[src/rtl/bl_wl_config_driver.sv]
// rtl/bl_wl_config_driver.sv - BL/WL configuration writer for a tile column (optional CFG_PARITY_EN)
module bl_wl_config_driver #(
    parameter int BL_WIDTH  = 315,
    parameter int WL_WIDTH  = 4,
    parameter int DIN_W     = 8,
    parameter int SETUP_CYC = 1,
    parameter int PULSE_CYC = 2,
    parameter int HOLD_CYC  = 1
) (
    input  logic                clk,
    input  logic                reset,
    input  logic                start,
    input  logic                abort,
    input  logic [DIN_W-1:0]    din,
    input  logic                din_valid,
    output logic                din_ready,
    output logic [BL_WIDTH-1:0] bl_out,
    output logic [WL_WIDTH-1:0] wl_out,
    output logic                busy,
    output logic                done,
    output logic                err
);

    localparam int NW      = (BL_WIDTH + DIN_W - 1) / DIN_W;
`ifdef CFG_PARITY_EN
    localparam int NWORDS  = NW + 1;
`else
    localparam int NWORDS  = NW;
`endif
    localparam int FRAME_W = NW * DIN_W;
    localparam int K_W     = $clog2(NWORDS + 1);
    localparam int MAX_A   = (SETUP_CYC > PULSE_CYC) ? SETUP_CYC : PULSE_CYC;
    localparam int MAX_PH  = (MAX_A > HOLD_CYC) ? MAX_A : HOLD_CYC;
    localparam int PH_W    = $clog2(MAX_PH + 1);
    localparam int ROW_W   = $clog2(WL_WIDTH) + 1;

    localparam logic [K_W-1:0]   K_LAST     = K_W'(NW - 1);
`ifdef CFG_PARITY_EN
    localparam logic [K_W-1:0]   K_PAR      = K_W'(NW);
`endif
    localparam logic [PH_W-1:0]  SETUP_LAST = PH_W'(SETUP_CYC - 1);
    localparam logic [PH_W-1:0]  PULSE_LAST = PH_W'(PULSE_CYC - 1);
    localparam logic [PH_W-1:0]  HOLD_LAST  = PH_W'(HOLD_CYC - 1);
    localparam logic [ROW_W-1:0] ROW_LAST   = ROW_W'(WL_WIDTH - 1);

    localparam logic [2:0] S_IDLE  = 3'd0;
    localparam logic [2:0] S_LOAD  = 3'd1;
    localparam logic [2:0] S_SETUP = 3'd2;
    localparam logic [2:0] S_PULSE = 3'd3;
    localparam logic [2:0] S_HOLD  = 3'd4;
    localparam logic [2:0] S_DONE  = 3'd5;

    logic [2:0]          r_state;
    logic [K_W-1:0]      r_k;
    logic [ROW_W-1:0]    r_row;
    logic [PH_W-1:0]     r_ph;
    logic [FRAME_W-1:0]  r_frame;
    logic                r_err;
    logic [BL_WIDTH-1:0] r_bl_out;
    logic [WL_WIDTH-1:0] r_wl_out;
    logic                r_busy;
    logic                r_done;
    logic                r_din_ready;

    logic [2:0]          w_state_nxt;
    logic [K_W-1:0]      w_k_nxt;
    logic [ROW_W-1:0]    w_row_nxt;
    logic [PH_W-1:0]     w_ph_nxt;
    logic [FRAME_W-1:0]  w_frame_nxt;
    logic                w_err_nxt;
    logic                w_accept;
    logic                w_drive;

    // din_ready mirrors the LOAD state, so it is the handshake qualifier
    assign w_accept = r_din_ready & din_valid;

    // Next-state logic: frame assembly, phase timing, row sequencing, abort
    always_comb begin
        w_state_nxt = r_state;
        w_k_nxt     = r_k;
        w_row_nxt   = r_row;
        w_ph_nxt    = r_ph;
        w_frame_nxt = r_frame;
        w_err_nxt   = r_err;
        case (r_state)
            S_IDLE: begin
                if (start) begin
                    w_state_nxt = S_LOAD;
                    w_k_nxt     = '0;
                    w_row_nxt   = '0;
                    w_frame_nxt = '0;
                    w_err_nxt   = 1'b0;
                end
            end
            S_LOAD: begin
                if (w_accept) begin
                    // Word k lands at bits k*DIN_W upward; bits past BL_WIDTH are never driven out
                    for (int w = 0; w < NW; w++) begin
                        if (r_k == K_W'(w)) begin
                            w_frame_nxt[w*DIN_W +: DIN_W] = din;
                        end
                    end
                    w_k_nxt = r_k + 1'b1;
`ifdef CFG_PARITY_EN
                    if (r_k == K_PAR) begin
                        w_ph_nxt = '0;
                        if (din[0] == ^r_frame[BL_WIDTH-1:0]) begin
                            w_state_nxt = S_SETUP;
                        end else begin
                            // Corrupt frame: skip the WL pulse and finish the configuration
                            w_err_nxt   = 1'b1;
                            w_state_nxt = S_DONE;
                        end
                    end
`else
                    if (r_k == K_LAST) begin
                        w_ph_nxt    = '0;
                        w_state_nxt = S_SETUP;
                    end
`endif
                end
            end
            S_SETUP: begin
                if (r_ph == SETUP_LAST) begin
                    w_ph_nxt    = '0;
                    w_state_nxt = S_PULSE;
                end else begin
                    w_ph_nxt = r_ph + 1'b1;
                end
            end
            S_PULSE: begin
                if (r_ph == PULSE_LAST) begin
                    w_ph_nxt    = '0;
                    w_state_nxt = S_HOLD;
                end else begin
                    w_ph_nxt = r_ph + 1'b1;
                end
            end
            S_HOLD: begin
                if (r_ph == HOLD_LAST) begin
                    w_ph_nxt = '0;
                    if (r_row == ROW_LAST) begin
                        w_state_nxt = S_DONE;
                    end else begin
                        w_row_nxt   = r_row + 1'b1;
                        w_k_nxt     = '0;
                        w_frame_nxt = '0;
                        w_state_nxt = S_LOAD;
                    end
                end else begin
                    w_ph_nxt = r_ph + 1'b1;
                end
            end
            S_DONE: begin
                w_state_nxt = S_IDLE;
            end
            default: begin
                w_state_nxt = S_IDLE;
            end
        endcase
        // Abort wins over every transition but leaves the error flag alone
        if (abort) begin
            w_state_nxt = S_IDLE;
            w_k_nxt     = '0;
            w_row_nxt   = '0;
            w_ph_nxt    = '0;
            w_err_nxt   = r_err;
        end
    end

    assign w_drive = (w_state_nxt == S_SETUP) || (w_state_nxt == S_PULSE) || (w_state_nxt == S_HOLD);

    // State and registered outputs, decoded from the next state so outputs align with the state
    always_ff @(posedge clk or negedge reset) begin
        if (!reset) begin
            r_state     <= S_IDLE;
            r_k         <= '0;
            r_row       <= '0;
            r_ph        <= '0;
            r_frame     <= '0;
            r_err       <= 1'b0;
            r_bl_out    <= '0;
            r_wl_out    <= '0;
            r_busy      <= 1'b0;
            r_done      <= 1'b0;
            r_din_ready <= 1'b0;
        end else begin
            r_state     <= w_state_nxt;
            r_k         <= w_k_nxt;
            r_row       <= w_row_nxt;
            r_ph        <= w_ph_nxt;
            r_frame     <= w_frame_nxt;
            r_err       <= w_err_nxt;
            r_bl_out    <= w_drive ? w_frame_nxt[BL_WIDTH-1:0] : '0;
            r_wl_out    <= (w_state_nxt == S_PULSE) ? (WL_WIDTH'(1) << w_row_nxt) : '0;
            r_busy      <= (w_state_nxt != S_IDLE);
            r_done      <= (w_state_nxt == S_DONE);
            r_din_ready <= (w_state_nxt == S_LOAD);
        end
    end

    assign din_ready = r_din_ready;
    assign bl_out    = r_bl_out;
    assign wl_out    = r_wl_out;
    assign busy      = r_busy;
    assign done      = r_done;
`ifdef CFG_PARITY_EN
    assign err       = r_err;
`else
    assign err       = 1'b0;
`endif

endmodule

[config.mk]
export PLATFORM = sky130hd
export DESIGN_NAME = bl_wl_config_driver
export DESIGN_NICKNAME = d
export VERILOG_FILES = /design/src/rtl/bl_wl_config_driver.sv
export SDC_FILE = /design/constraint.sdc
export NUM_CORES = 1
export LEC_CHECK = 0
export BUFFER_PORTS_ARGS = -buffer_cell sky130_fd_sc_hd__clkbuf_2
export CAP_MARGIN = 10
export CORE_MARGIN = 1
export CORE_UTILIZATION = 40
export CTS_BUF_LIST = sky130_fd_sc_hd__clkbuf_4 sky130_fd_sc_hd__clkbuf_8
export CTS_CLUSTER_SIZE = 14
export DETAILED_ROUTE_END_ITERATION = 6
export GPL_TIMING_DRIVEN = 0
export PLACE_DENSITY = 0.69
export SLEW_MARGIN = 15
export SYNTH_ARGS = -nofsm -noshare
export SYNTH_HDL_FRONTEND = slang
export SYNTH_SLANG_ARGS = --single-unit
[constraint.sdc]
create_clock -name clk -period 6.7 [get_ports clk]
set_input_delay 0.67 -clock clk [delete_from_list [all_inputs] [get_ports clk]]
set_output_delay 0.67 -clock clk [all_outputs]
set_load 0.01 [all_outputs]
==> results.md, run 1 <==
- For this run, global-route usage on met3 was measured as approximately 6%.
- The library cell with the highest instance count after synthesis is dfrtp_1.
- The stage delay of the slowest cell on the critical path is 0.72 ns.
- Counting instances, the worst hold path has a depth of 2.
- The first global-routing pass estimated 106000 um of wire.
- The worst setup path is captured at a register.
- The count of routing violations after the opening detailed-route iteration is ~1300.
- The H-tree level count is 3.
- The post-route total power is 7.87 mW.
- The aggregate negative setup slack is 0 ns.
- The floorplan die area is 61500 sq um.
- The worst hold path begins at abort.
- The final cell count without fillers is ~3300.
- By area the synthesized netlist is led by dfrtp_1, a22o_1, nand2_1.
- Tracing the worst setup path back leads to its startpoint at r_state[1].
- The worst min-delay path endpoint is r_row[0].
- The number of vias after detailed routing is between 15000 and 20000.
- The mapped netlist covers about 24000 sq um.
- The worst register-to-register path ends at bl_out[246].
- For this run, design rule violations remaining after detail routing come to 3.
- The maximum clock path buffer count is 3.
- The CTS clock-pin slew for the worst setup and hold paths is approximately 0.06 ns.
- On the critical path, the stage with the largest delay is an instance of nor2_1.
- The worst clock skew is roughly 0.042 ns.
- In the global route stage, met2 resource usage came out at between 30% and 40%.
- The congestion estimate from routability-driven global placement came to 0.905.
- The via count of the first global-routing pass is between 15000 and 20000.
- The number of endpoints failing setup at the final stage is 0.
- The first detailed-routing pass ran for 7 iterations.
- In the finished design, the share of the clock period the worst path needs comes to 47.2%.
- After detailed routing, the average wire length per cell comes to approximately 22 um.
- The latest clock arrival within the worst-skew pair is ~0.72 ns.
- Broken down by cell family, the worst path's largest delay share belongs to simple AND/OR/NAND/NOR gates.
- The leakage component of the power is ~15 nW.
- Max-cap violations in this run came to 0.
- The post-synthesis cell type with the largest combined area is dfrtp_1.
- In the global route stage, overall resource usage came out at between 20% and 30%.
- For this run, the register share of the synthesized area comes to between 60 and 70%.
- Detailed placement ended at an HPWL of 50300 um.
- The number of placed instances with taps included is slightly above 3000.
- The total of flip-flops plus latches after synthesis is ~650.
- The number of buffers and inverters on the critical path is 4.
- The most common cell type on the critical path is buf_2.
- Of the cells placed in the final design, the portion with a size suffix greater than 1 is between 20% and 30%.
- Ranked by instance count, the synthesized netlist is headed by dfrtp_1, nand2_1, nand3_1.
- The net count reported at finish is 2449.
- Among all flip-flop cells after synthesis, the most frequent one is dfrtp_1.
- The class of the tightest hold or removal check is primary input to register.
- The count of standard-cell rows is 89.
- The detailed-route vias per instance is approximately 5.2.
- The die height is 248 um.
- The flow ran to the end, but the final reports show violations.
- The net count of the mapped netlist is 2003.
- The die extent in x is approximately 250 um.
- The arrival time at the worst endpoint is ~3.8 ns.
- In the final layout, the multi-input gates occupy 6970 sq um.
- The TritonCTS clock tree is built.
- Walking the worst path, the cells encountered are buf_6 > clkbuf_1 > nand2b_1 > nor2_1 > buf_2 > buf_2 > nand3_1 > a21oi_2.
- The startpoint of the lowest-slack register-to-register path is r_state[1].
- The power per cell area is roughly 270 nW/um^2.
- For the worst flop-to-flop path, the logic depth is 8.
- The clock tree root buffer cell is clkbuf_8.
- STA puts the critical path data required time at about 7.3 ns.
- The worst relative slew slack is about a fifth.
- The standard cell core area is 59400 sq um.
- The register-to-register setup slack is roughly 3.5 ns.
- The critical path startpoint category is a register.
- The global-route layer with the greatest usage is met2.
- The total detailed-routing wirelength is 71100 um.
- The synthesized design devotes to its leading area cell type between 60% and 70% of total area.
- Once the clock tree was built, the resizer swapped 0 gates to a different size.
- The share of synthesized registers carrying an async set or reset is between 90% and 100%.
- Yosys mapped a number of flops with a built-in enable equal to 0.
- The total clock buffers created by CTS is a little over 100.
- Global routing used ~30% of the available met1 tracks.
- The highest fanout seen on the critical path is 10.
- Across the VDD grid, the largest voltage drop is 0.164 mV.
- The maximum clock frequency is 316 MHz.
- The post-CTS repair timing setup buffer count is 0.
- The number of fill cells is around 5300.
- In the synthesized netlist, the number of instances is 1982.
- The worst path in the final design needs a cycle of about 3.2 ns, including I/O delays and setup.
- The critical path is of the register to register type.
- Once the floorplan was initialized, standard cells occupied between 40% and 50% of the core.
- The total count of max-transition violations in the final report is 0.
- The count of input and output buffers is 334.
- The global route total overflow is 0.
- The number of endpoints with negative hold slack in the final report came to 0.
- The I/O pin total is roughly 340.
- Counting distinct cell types in the post-synthesis netlist gives between 60 and 70.
- The footprint of the flip-flops and latches is 16300 sq um.
- Once detail routing completed, the nets flagged for antenna violations numbered 0.
- The yosys synthesis warning count is 0.
- The transition time at the pin with the least slew margin is roughly 1.2 ns.
- Setup repair after global routing left no endpoint under its margin.
- Entering global routing, the biggest net connects ~110 pins.
- The final reports fail on DRC.
- The number of antenna violations at the first check in global routing was 8.
- A synthesized cell averages 12.2 sq um.
- The number of clock sinks seen by CTS is between 600 and 700.
- Compared with the post-synthesis result, the final layout area differs by 21.1%.
## state kept, by name (all words and copies together), names as in the netlist
signal	flops
bl_out	315
r_frame	315
r_k	6
wl_out	4
r_row	3
r_state	3
r_ph	2
busy	1
din_ready	1
done	1
## metal layers
| layer | vias to the layer above | routed length [um] |
|---|---|---|
| met5 | - | 56 |
| met4 | 8 | 1670 |
| met3 | 119 | 5240 |
| met2 | 615 | 34300 |
| met1 | 8690 | 29800 |
| li1 | 7678 | - |
## kinds of logic (layout without fill, tap and decap cells)
kind of cell	Yosys count	after routing	synth area share (%)
adder cells (fa/ha/maj)	8	8	0.414
buffers and inverters	189	713	3.81
multiplexers	2	2	0.0879
flip-flops	651	651	67.4
AO/OA/AOI/OAI	387	387	13.0
other	1	5	0.0155
AND/OR/NAND/NOR	744	744	15.3
## layout by cell type (no fill, tap or decap), types with 9 or more instances in the layout
master / Yosys / layout
a21oi_1: 30 / 30
nor2_1: 99 / 99
clkbuf_8: 0 / 128
nand2b_1: 9 / 9
buf_2: 31 / 31
clkinv_2: 0 / 16
dfrtp_1: 651 / 651
a221o_1: 9 / 9
and2_1: 11 / 11
nand3_1: 150 / 150
nand2_1: 254 / 254
a21oi_2: 100 / 100
o21ai_0: 28 / 28
a22o_1: 138 / 138
and3_1: 20 / 20
buf_6: 20 / 20
inv_1: 58 / 58
clkbuf_1: 70 / 70
clkbuf_4: 0 / 27
clkbuf_2: 0 / 333
a22oi_1: 43 / 43
nor2b_1: 146 / 146
## per-stage QoR
stage	cell area [sq um]	utilization (%)	hold WS, ns	worst slack (ns)
after floorplan	24200	-	0.374	4.59
after global placement	26800	45.2	0.445	-9.26
after detailed placement	27000	45.5	0.450	3.52
after CTS	29300	49.3	0.189	3.53
after global routing	29300	49.4	0.225	3.45
final	29300	49.4	0.229	3.54
## repair_timing
item / 4_1_cts / 5_1_grt
setup endpoints to repair: 0 / 0
hold buffers: 1 / 0
hold endpoints to repair: 53 / 0
## layout make-up
type / count / area share [%]
antenna: 4 / 0.0342
buffer: 130 / 2.39
clock inverter: 28 / 1.04
tap: 773 / 3.30
sequential: 651 / 55.6
clock buffer: 154 / 6.66
timing repair buffer: 342 / 6.43
inverter: 59 / 0.756
multi-input combinational: 1142 / 23.8
## worst max path at each step
stage / end / cells after the start
global placement: bl_out[176] / 1
finish: bl_out[246] / 8
global route: bl_out[244] / 8
floorplan: bl_out[278] / 7
detailed placement: bl_out[244] / 8
CTS: bl_out[244] / 8
## report_power, final
part | leakage (nW) | switching (mW) | total (mW) | internal (mW)
logic | 4.79 | 0.258 | 0.313 | 0.0545
registers | 9.10 | 0.00269 | 3.94 | 3.94
clock network | 1.20 | 1.56 | 3.62 | 2.06
total | 15.1 | 1.82 | 7.87 | 6.05
Note: power is estimated with default switching activity, not from simulation.
==> inputs of run 2 (changes only) <==
--- a/config.mk
+++ b/config.mk
@@ -13,7 +13,7 @@
 export CTS_CLUSTER_SIZE = 14
 export DETAILED_ROUTE_END_ITERATION = 6
 export GPL_TIMING_DRIVEN = 0
-export PLACE_DENSITY = 0.69
+export PLACE_DENSITY = 0.71
 export SLEW_MARGIN = 15
 export SYNTH_ARGS = -nofsm -noshare
 export SYNTH_HDL_FRONTEND = slang
==> constraint.sdc (replaced) <==
create_clock -name clk -period 2.8 [get_ports clk]
set_input_delay 0.28 -clock clk [delete_from_list [all_inputs] [get_ports clk]]
set_output_delay 0.28 -clock clk [all_outputs]
set_load 0.01 [all_outputs]
==> run 2 against run 1 <==
Effect of this change: largest cell class unchanged; the flow now finishes without violations; clock-buffer cell count down 8; via count grew 1.4%; cell count about the same; fmax is 16% higher; clock power grew to 2.6 times the previous value; wire length grew 0.47%; critical path depth rose by 1.
==> results.md, run 2 (synthesized netlist as in run 1, its figures left out) <==
- The total detailed-routing wirelength is 71400 um (+0.47%).
- The worst relative slew slack was 26.4% (+6.7 points).
- The worst clock skew is 0.0557 ns (+0.0138 ns).
- The net switching power figure is 4.47 mW (+150%).
- Setup repair after global routing could not meet its margin everywhere.
- Clock tree synthesis selected as its root buffer the cell clkbuf_8.
- The number of vias after detailed routing is 17355 (+1.4%).
- The maximum resistive drop on vdd came to 0.414 mV (+150%).
- The final cell count without fillers is 3285 (+0.061%).
- The total count of max-transition violations in the final report is 0 (unchanged).
- The number of antenna violations at the first check in global routing is 4 (-4).
- The latest clock arrival within the worst-skew pair is 0.73 ns (about the same).
- The combined global-route utilization of all metal layers came to 23.5% (+0.16 points).
- The transition time at the pin with the least slew margin is 1.10 ns (-0.100 ns).
- The clock period minus final worst setup slack was 2.72 ns (-0.444 ns).
- The number of placed instances with taps included came to 3095 (-0.032%).
- The count of input and output buffers came to 334 (unchanged).
- The count of standard-cell rows came to 89 (unchanged).
- The post-DP HPWL is 50400 um (about the same).
- The number of clock sinks seen by CTS was 651 (unchanged).
- The post-route total power is 19.5 mW (+150%).
- The max-capacitance violation count is 0 (unchanged).
- The maximum clock path buffer count came to 3 (unchanged).
- The internal cell power is 15.0 mW (+150%).
- The global route total overflow is 0 (unchanged).
- The starting utilization of the core area was 40.7% (unchanged).
- The combinational share of power was 4.0% (about the same).
- The leakage component of the power is 15.2 nW (+0.89%).
- The clock share of power is 47.6% (+1.6 points).
- The depth of the worst register-to-register path is 9 (+1).
- The via count of the first global-routing pass was 17831 (+1.3%).
- The power per cell area is 658 nW/um^2 (+140%).
- The maximum clock frequency is 368 MHz (+16%).
- The highest fanout seen on the critical path came to 10 (unchanged).
- The arrival time at the worst endpoint was 3.26 ns (-0.51 ns).
- The die extent in x came to 248 um (unchanged).
- The weighted congestion reported at the end of routability-driven placement is 0.901 (-0.44%).
- The H-tree level count was 3 (unchanged).
- The count of routing violations after the opening detailed-route iteration is 1235 (-5.4%).
- The number of endpoints failing setup at the final stage is 0 (unchanged).
- The critical path is of the register to register type.
- The run finished with clean final reports.
- The I/O pin total came to 336 (unchanged).
- The total clock buffers created by CTS is 104 (+2.0%).
- The top cell types in the final layout, fill and taps aside, are dfrtp_1, clkbuf_2, nand2_1.
- The remaining routing DRC violations is 0 (-3).
- The average wire per standard cell is 21.7 um (+0.41%).
- The die height is 248 um (unchanged).
- The global-route wire length before repair is 108000 um (+1.0%).
- The switching power as a share of total power is 23.0% (-0.17 points).
- The final worst-path cycle share was 97.0% (+50 points).
- The number of detailed-routing iterations run before antenna repair came to 5 (-2).
- The net count reported at finish is 2457 (+0.33%).
- The standard cell core area is 59400 sq um (unchanged).
- Compared with the post-synthesis result, the final layout area differs by 22.4%.
- The data required time of the critical path is 3.34 ns (-3.97 ns).
- The maximum number of pins on one net before global-route repair is 105 (-2.8%).
- The fraction of layout cells with a size suffix above 1 is 29.7% (+1.4 points).
- The min-delay analysis places its worst path in the category primary input to asynchronous set/reset pin.
- The endpoint kind of the worst setup timing path is a register.
- The number of fill cells is 5229 (-0.72%).
- The detailed-route vias per instance is 5.28 (+1.4%).
- The sequential group share of total power was 48.4% (-1.6 points).
- The floorplan die area was 61500 sq um (unchanged).
- The critical path startpoint category is a register.
- TritonCTS built the clock tree.
- The number of endpoints with negative hold slack in the final report came to 0 (unchanged).
- The leading cell type in the layout, fill and taps excluded is dfrtp_1.
- The CTS clock-pin slew for the worst setup and hold paths is 0.06 ns (about the same).
- The remaining antenna violation count was 0 (unchanged).
## run 2: final timing paths
check	start	endpoint	slack, ns
max in group asynchronous	reset	bl_out[140]	0.88
worst max register to register	r_k[0]	bl_out[6]	0.08
worst max-delay path	r_k[0]	bl_out[6]	0.08
worst min-delay path	reset	bl_out[104]	0.1
min in group clk	din[6]	r_frame[22]	0.24
worst min register to register	r_frame[4]	r_frame[4]	0.46
## run 2: power by group through the flow
stage	registers [mW]	clock network, mW	logic, mW
2_1_floorplan	9.60	0	0.299
3_3_place_gp	9.61	0	0.702
3_5_place_dp	9.59	0	0.754
4_1_cts	9.42	9.47	0.773
5_1_grt	9.42	9.91	0.847
6_report	9.43	9.26	0.775
## run 2: final cells by class
cell class / instances / area (sq um) / share of cell area [%]
sequential: 651 / 16300 / 55.0
multi-input combinational: 1142 / 7090 / 24.0
timing repair buffer: 348 / 1910 / 6.46
clock buffer: 146 / 1870 / 6.32
tap: 773 / 967 / 3.27
buffer: 130 / 734 / 2.48
clock inverter: 35 / 508 / 1.72
inverter: 59 / 221 / 0.748
antenna: 1 / 2.50 / 0.00846
## run 2: metal layers
metal	routed length [um]	global-route usage, %	vias to the layer above
met5	44	0	-
met4	2280	9.94	6
met3	5600	6.74	140
met2	34100	37.6	657
met1	29300	29.7	8866
li1	-	-	7686
## run 2: repair_timing
item,4_1_cts,5_1_grt
setup buffers,3,3
endpoints found under the setup margin,222,156
pin swaps,1,3
hold buffers,2,0
gates resized for setup,26,27
endpoints found under the hold margin,60,0
## run 2: critical path, cell delays in order (launching register included)
cell and delay [ns]:
dfrtp_1 0.47, ha_1 0.26, and3b_1 0.17, buf_1 0.17, nand3_1 0.19, a21oi_1 0.16, a21oi_4 0.31, buf_6 0.23
clkbuf_1 0.47, a21oi_1 0.10
## run 2: stage by stage
| stage | TNS [ns] | hold WS [ns] | setup slack [ns] | utilization, % | area [sq um] |
|---|---|---|---|---|---|
| after floorplan | 0 | -0.0156 | 0.694 | - | 24200 |
| after global placement | -8290.40 | 0.445 | -12.79 | 45.2 | 26800 |
| after detailed placement | -39.58 | 0.306 | -0.499 | 45.5 | 27000 |
| after CTS | 0 | 0.0598 | 0.0237 | 49.7 | 29500 |
| after global routing | -0.0465 | 0.118 | -0.0142 | 49.9 | 29600 |
| final | 0 | 0.0982 | 0.0833 | 49.9 | 29600 |
==> inputs of run 3 (changes only) <==
--- a/config.mk
+++ b/config.mk
@@ -5,15 +5,15 @@
 export SDC_FILE = /design/constraint.sdc
 export NUM_CORES = 1
 export LEC_CHECK = 0
-export BUFFER_PORTS_ARGS = -buffer_cell sky130_fd_sc_hd__clkbuf_2
 export CAP_MARGIN = 10
 export CORE_MARGIN = 1
-export CORE_UTILIZATION = 40
+export CORE_UTILIZATION = 43
 export CTS_BUF_LIST = sky130_fd_sc_hd__clkbuf_4 sky130_fd_sc_hd__clkbuf_8
 export CTS_CLUSTER_SIZE = 14
 export DETAILED_ROUTE_END_ITERATION = 6
+export DONT_BUFFER_PORTS = 1
 export GPL_TIMING_DRIVEN = 0
-export PLACE_DENSITY = 0.71
+export PLACE_DENSITY = 0.7
 export SLEW_MARGIN = 15
 export SYNTH_ARGS = -nofsm -noshare
 export SYNTH_HDL_FRONTEND = slang
==> run 3 against run 2 <==
Effect of this change: the flow now finishes with violations (hold timing, slew limit); clock skew is 0.014 ns lower; critical endpoint is now bl_out[92]; combinational power is 29% lower; clock power down 6.5%.
==> results.md, run 3 (synthesized netlist as in run 1, its figures left out) <==
- The combined global-route utilization of all metal layers was 24.8% (+1.3 points).
- The worst clock skew came to 0.0420 ns (-0.0137 ns).
- The global route total overflow is 0 (unchanged).
- The maximum clock path buffer count was 3 (unchanged).
- The checks that failed: hold timing, slew limit.
- The weighted congestion reported at the end of routability-driven placement is 0.888 (-1.4%).
- The worst register-to-register path begins at r_k[0].
- The number of antenna violations at the first check in global routing is 6 (+2).
- The count of standard-cell rows came to 86 (-3.4%).
- The quantity of hold-fixing buffers added after cts is 2 (unchanged).
- The total count of max-transition violations in the final report is 533 (+533).
- The leading cell type in the layout, fill and taps excluded is dfrtp_1.
- The post-route cell area is 27600 sq um (-6.7%).
- The classification of the worst setup path is register to register.
- The slack of the critical path was 0.0472 ns (-0.0361 ns).
- The run finished, with violations left.
- The count of routing violations after the opening detailed-route iteration is 1151 (-6.8%).
- The endpoint kind of the worst setup timing path is a register.
- The area growth from synthesis to layout is 14.1%.
- The arrival time at the worst endpoint came to 3.35 ns (+0.09 ns).
- The die extent in x is 239 um (-3.5%).
- The latest clock arrival within the worst-skew pair came to 0.73 ns (about the same).
- The remaining routing DRC violations came to 0 (unchanged).
- The net count reported at finish is 2114 (-14%).
- The number of endpoints failing setup at the final stage is 0 (unchanged).
- The critical path startpoint category is a register.
- The number of clock sinks seen by CTS was 651 (unchanged).
- The clock period minus final worst setup slack was 2.75 ns (+0.0361 ns).
- The power per cell area came to 675 nW/um^2 (+2.7%).
- The worst hold slack is -0.729 ns (-0.827 ns).
- The detailed-route vias per instance is 5.49 (+3.8%).
- The max-capacitance violation count is 0 (unchanged).
- The maximum resistive drop on vdd is 0.483 mV (+17%).
- The worst relative slew slack was -177% (-200 points).
- The standard cell core area is 55300 sq um (-6.8%).
- The die height is 239 um (-3.5%).
- The capture instance of the worst register-to-register path is bl_out[92].
- The total clock buffers created by CTS was 101 (-2.9%).
- The average wire per standard cell was 23.9 um (+10%).
- The number of detailed-routing iterations run before antenna repair is 6 (+1).
- The transition time at the pin with the least slew margin is 4.16 ns (+3.06 ns).
- The final worst-path cycle share is 98.3% (+1.3 points).
- The number of vias after detailed routing came to 16039 (-7.6%).
- The floorplan die area is 57200 sq um (-6.9%).
- The I/O pin total is 336 (unchanged).
- The number of fill cells came to 4886 (-6.6%).
- The via count of the first global-routing pass is 16410 (-8.0%).
- The CTS clock-pin slew for the worst setup and hold paths came to 0.06 ns (about the same).
- The data required time of the critical path is 3.40 ns (+0.06 ns).
- The fraction of layout cells with a size suffix above 1 is 18.9% (-11 points).
- The register-to-register setup slack is 0.05 ns (-0.04 ns).
- The highest fanout seen on the critical path is 10 (unchanged).
- The multi-input combinational cell area came to 7090 sq um (about the same).
- The post-DP HPWL was 47500 um (-5.6%).
- The footprint of the flip-flops and latches is 16300 sq um (unchanged).
- The total detailed-routing wirelength is 69900 um (-2.0%).
- The number of endpoints with negative hold slack in the final report is 321 (+321).
- In this run the clock root is driven by a clkbuf_8.
- The maximum clock frequency is 363 MHz (-1.3%).
- The post-route total power is 18.6 mW (-4.2%).
- The depth of the worst register-to-register path is 10 (+1).
- The global-route wire length before repair is 104000 um (-3.0%).
- The starting utilization of the core area came to 43.7% (+3.0 points).
- The maximum number of pins on one net before global-route repair is 652 (+520%).
- The leakage component of the power came to 13.6 nW (-11%).
- The path class of the tightest hold or removal check is primary input to asynchronous set/reset pin.
- The H-tree level count is 3 (unchanged).
- The top cell types in the final layout, fill and taps aside, are dfrtp_1, nand2_1, nand3_1.
- The remaining antenna violation count is 0 (unchanged).
- The count of input and output buffers is 0 (-100%).
- The most critical setup path has its startpoint at r_k[0].
- The cell area after placement is 25100 sq um (-6.9%).
- The worst-case setup slack after placement came to -0.329 ns (+0.170 ns).
- TritonCTS built the clock tree.
## run 3: final cells by class
type	instances	area share [%]
tap	748	3.39
antenna	1	0.00906
multi-input combinational	1142	25.7
sequential	651	59.0
inverter	59	0.802
buffer	130	2.62
clock inverter	30	1.04
timing repair buffer	8	0.236
clock buffer	155	7.21
## run 3: worst max-delay path, stage by stage, from the launching register on
cell and delay (ns):
dfrtp_1 0.49, ha_1 0.23, and3b_1 0.16, buf_1 0.27, nand3_1 0.23, a21oi_2 0.28
a21oi_4 0.10, buf_6 0.19, buf_4 0.22, buf_6 0.17, nor2_1 0.28
## run 3: worst max-delay path by stage
| stage | to | slack, ns | cells past startpoint |
|---|---|---|---|
| 2_1_floorplan | bl_out[278] | 0.69 | 7 |
| 3_3_place_gp | bl_out[122] | -0.35 | 8 |
| 3_5_place_dp | bl_out[11] | -0.33 | 8 |
| 4_1_cts | bl_out[180] | -0.10 | 7 |
| 5_1_grt | bl_out[92] | -0.009 | 10 |
| 6_report | bl_out[92] | 0.05 | 10 |
## run 3: stage by stage
stage / cells / hold slack (ns) / utilization [%] / TNS, ns
2_1_floorplan: 1982 / -0.0156 / - / 0
3_3_place_gp: 2730 / 0.0152 / 45.4 / -26.29
3_5_place_dp: 2730 / -0.00262 / 45.4 / -20.96
4_1_cts: 2921 / -0.783 / 49.8 / -1.17
5_1_grt: 2923 / -0.765 / 49.9 / -0.0152
6_report: 2924 / -0.729 / 49.9 / 0
## run 3: repair_timing
item,CTS,global route
endpoints found under the setup margin,240,197
endpoints found under the hold margin,665,651
cloned,0,0
pin swaps,1,2
gates resized for setup,23,30
setup buffers,4,2
## run 3: power breakdown
group | internal [mW] | switching, mW | total (mW)
registers | 9.42 | 0.00930 | 9.43
logic | 0.105 | 0.442 | 0.548
clock network | 4.85 | 3.80 | 8.66
## run 3: metal layers
layer	up-vias	global-route usage [%]	share of wire, %
li1	7002	-	-
met1	8249	31.1	40
met2	640	40.5	48
met3	140	7.71	8.4
met4	8	8.68	2.7
met5	-	0	0.071
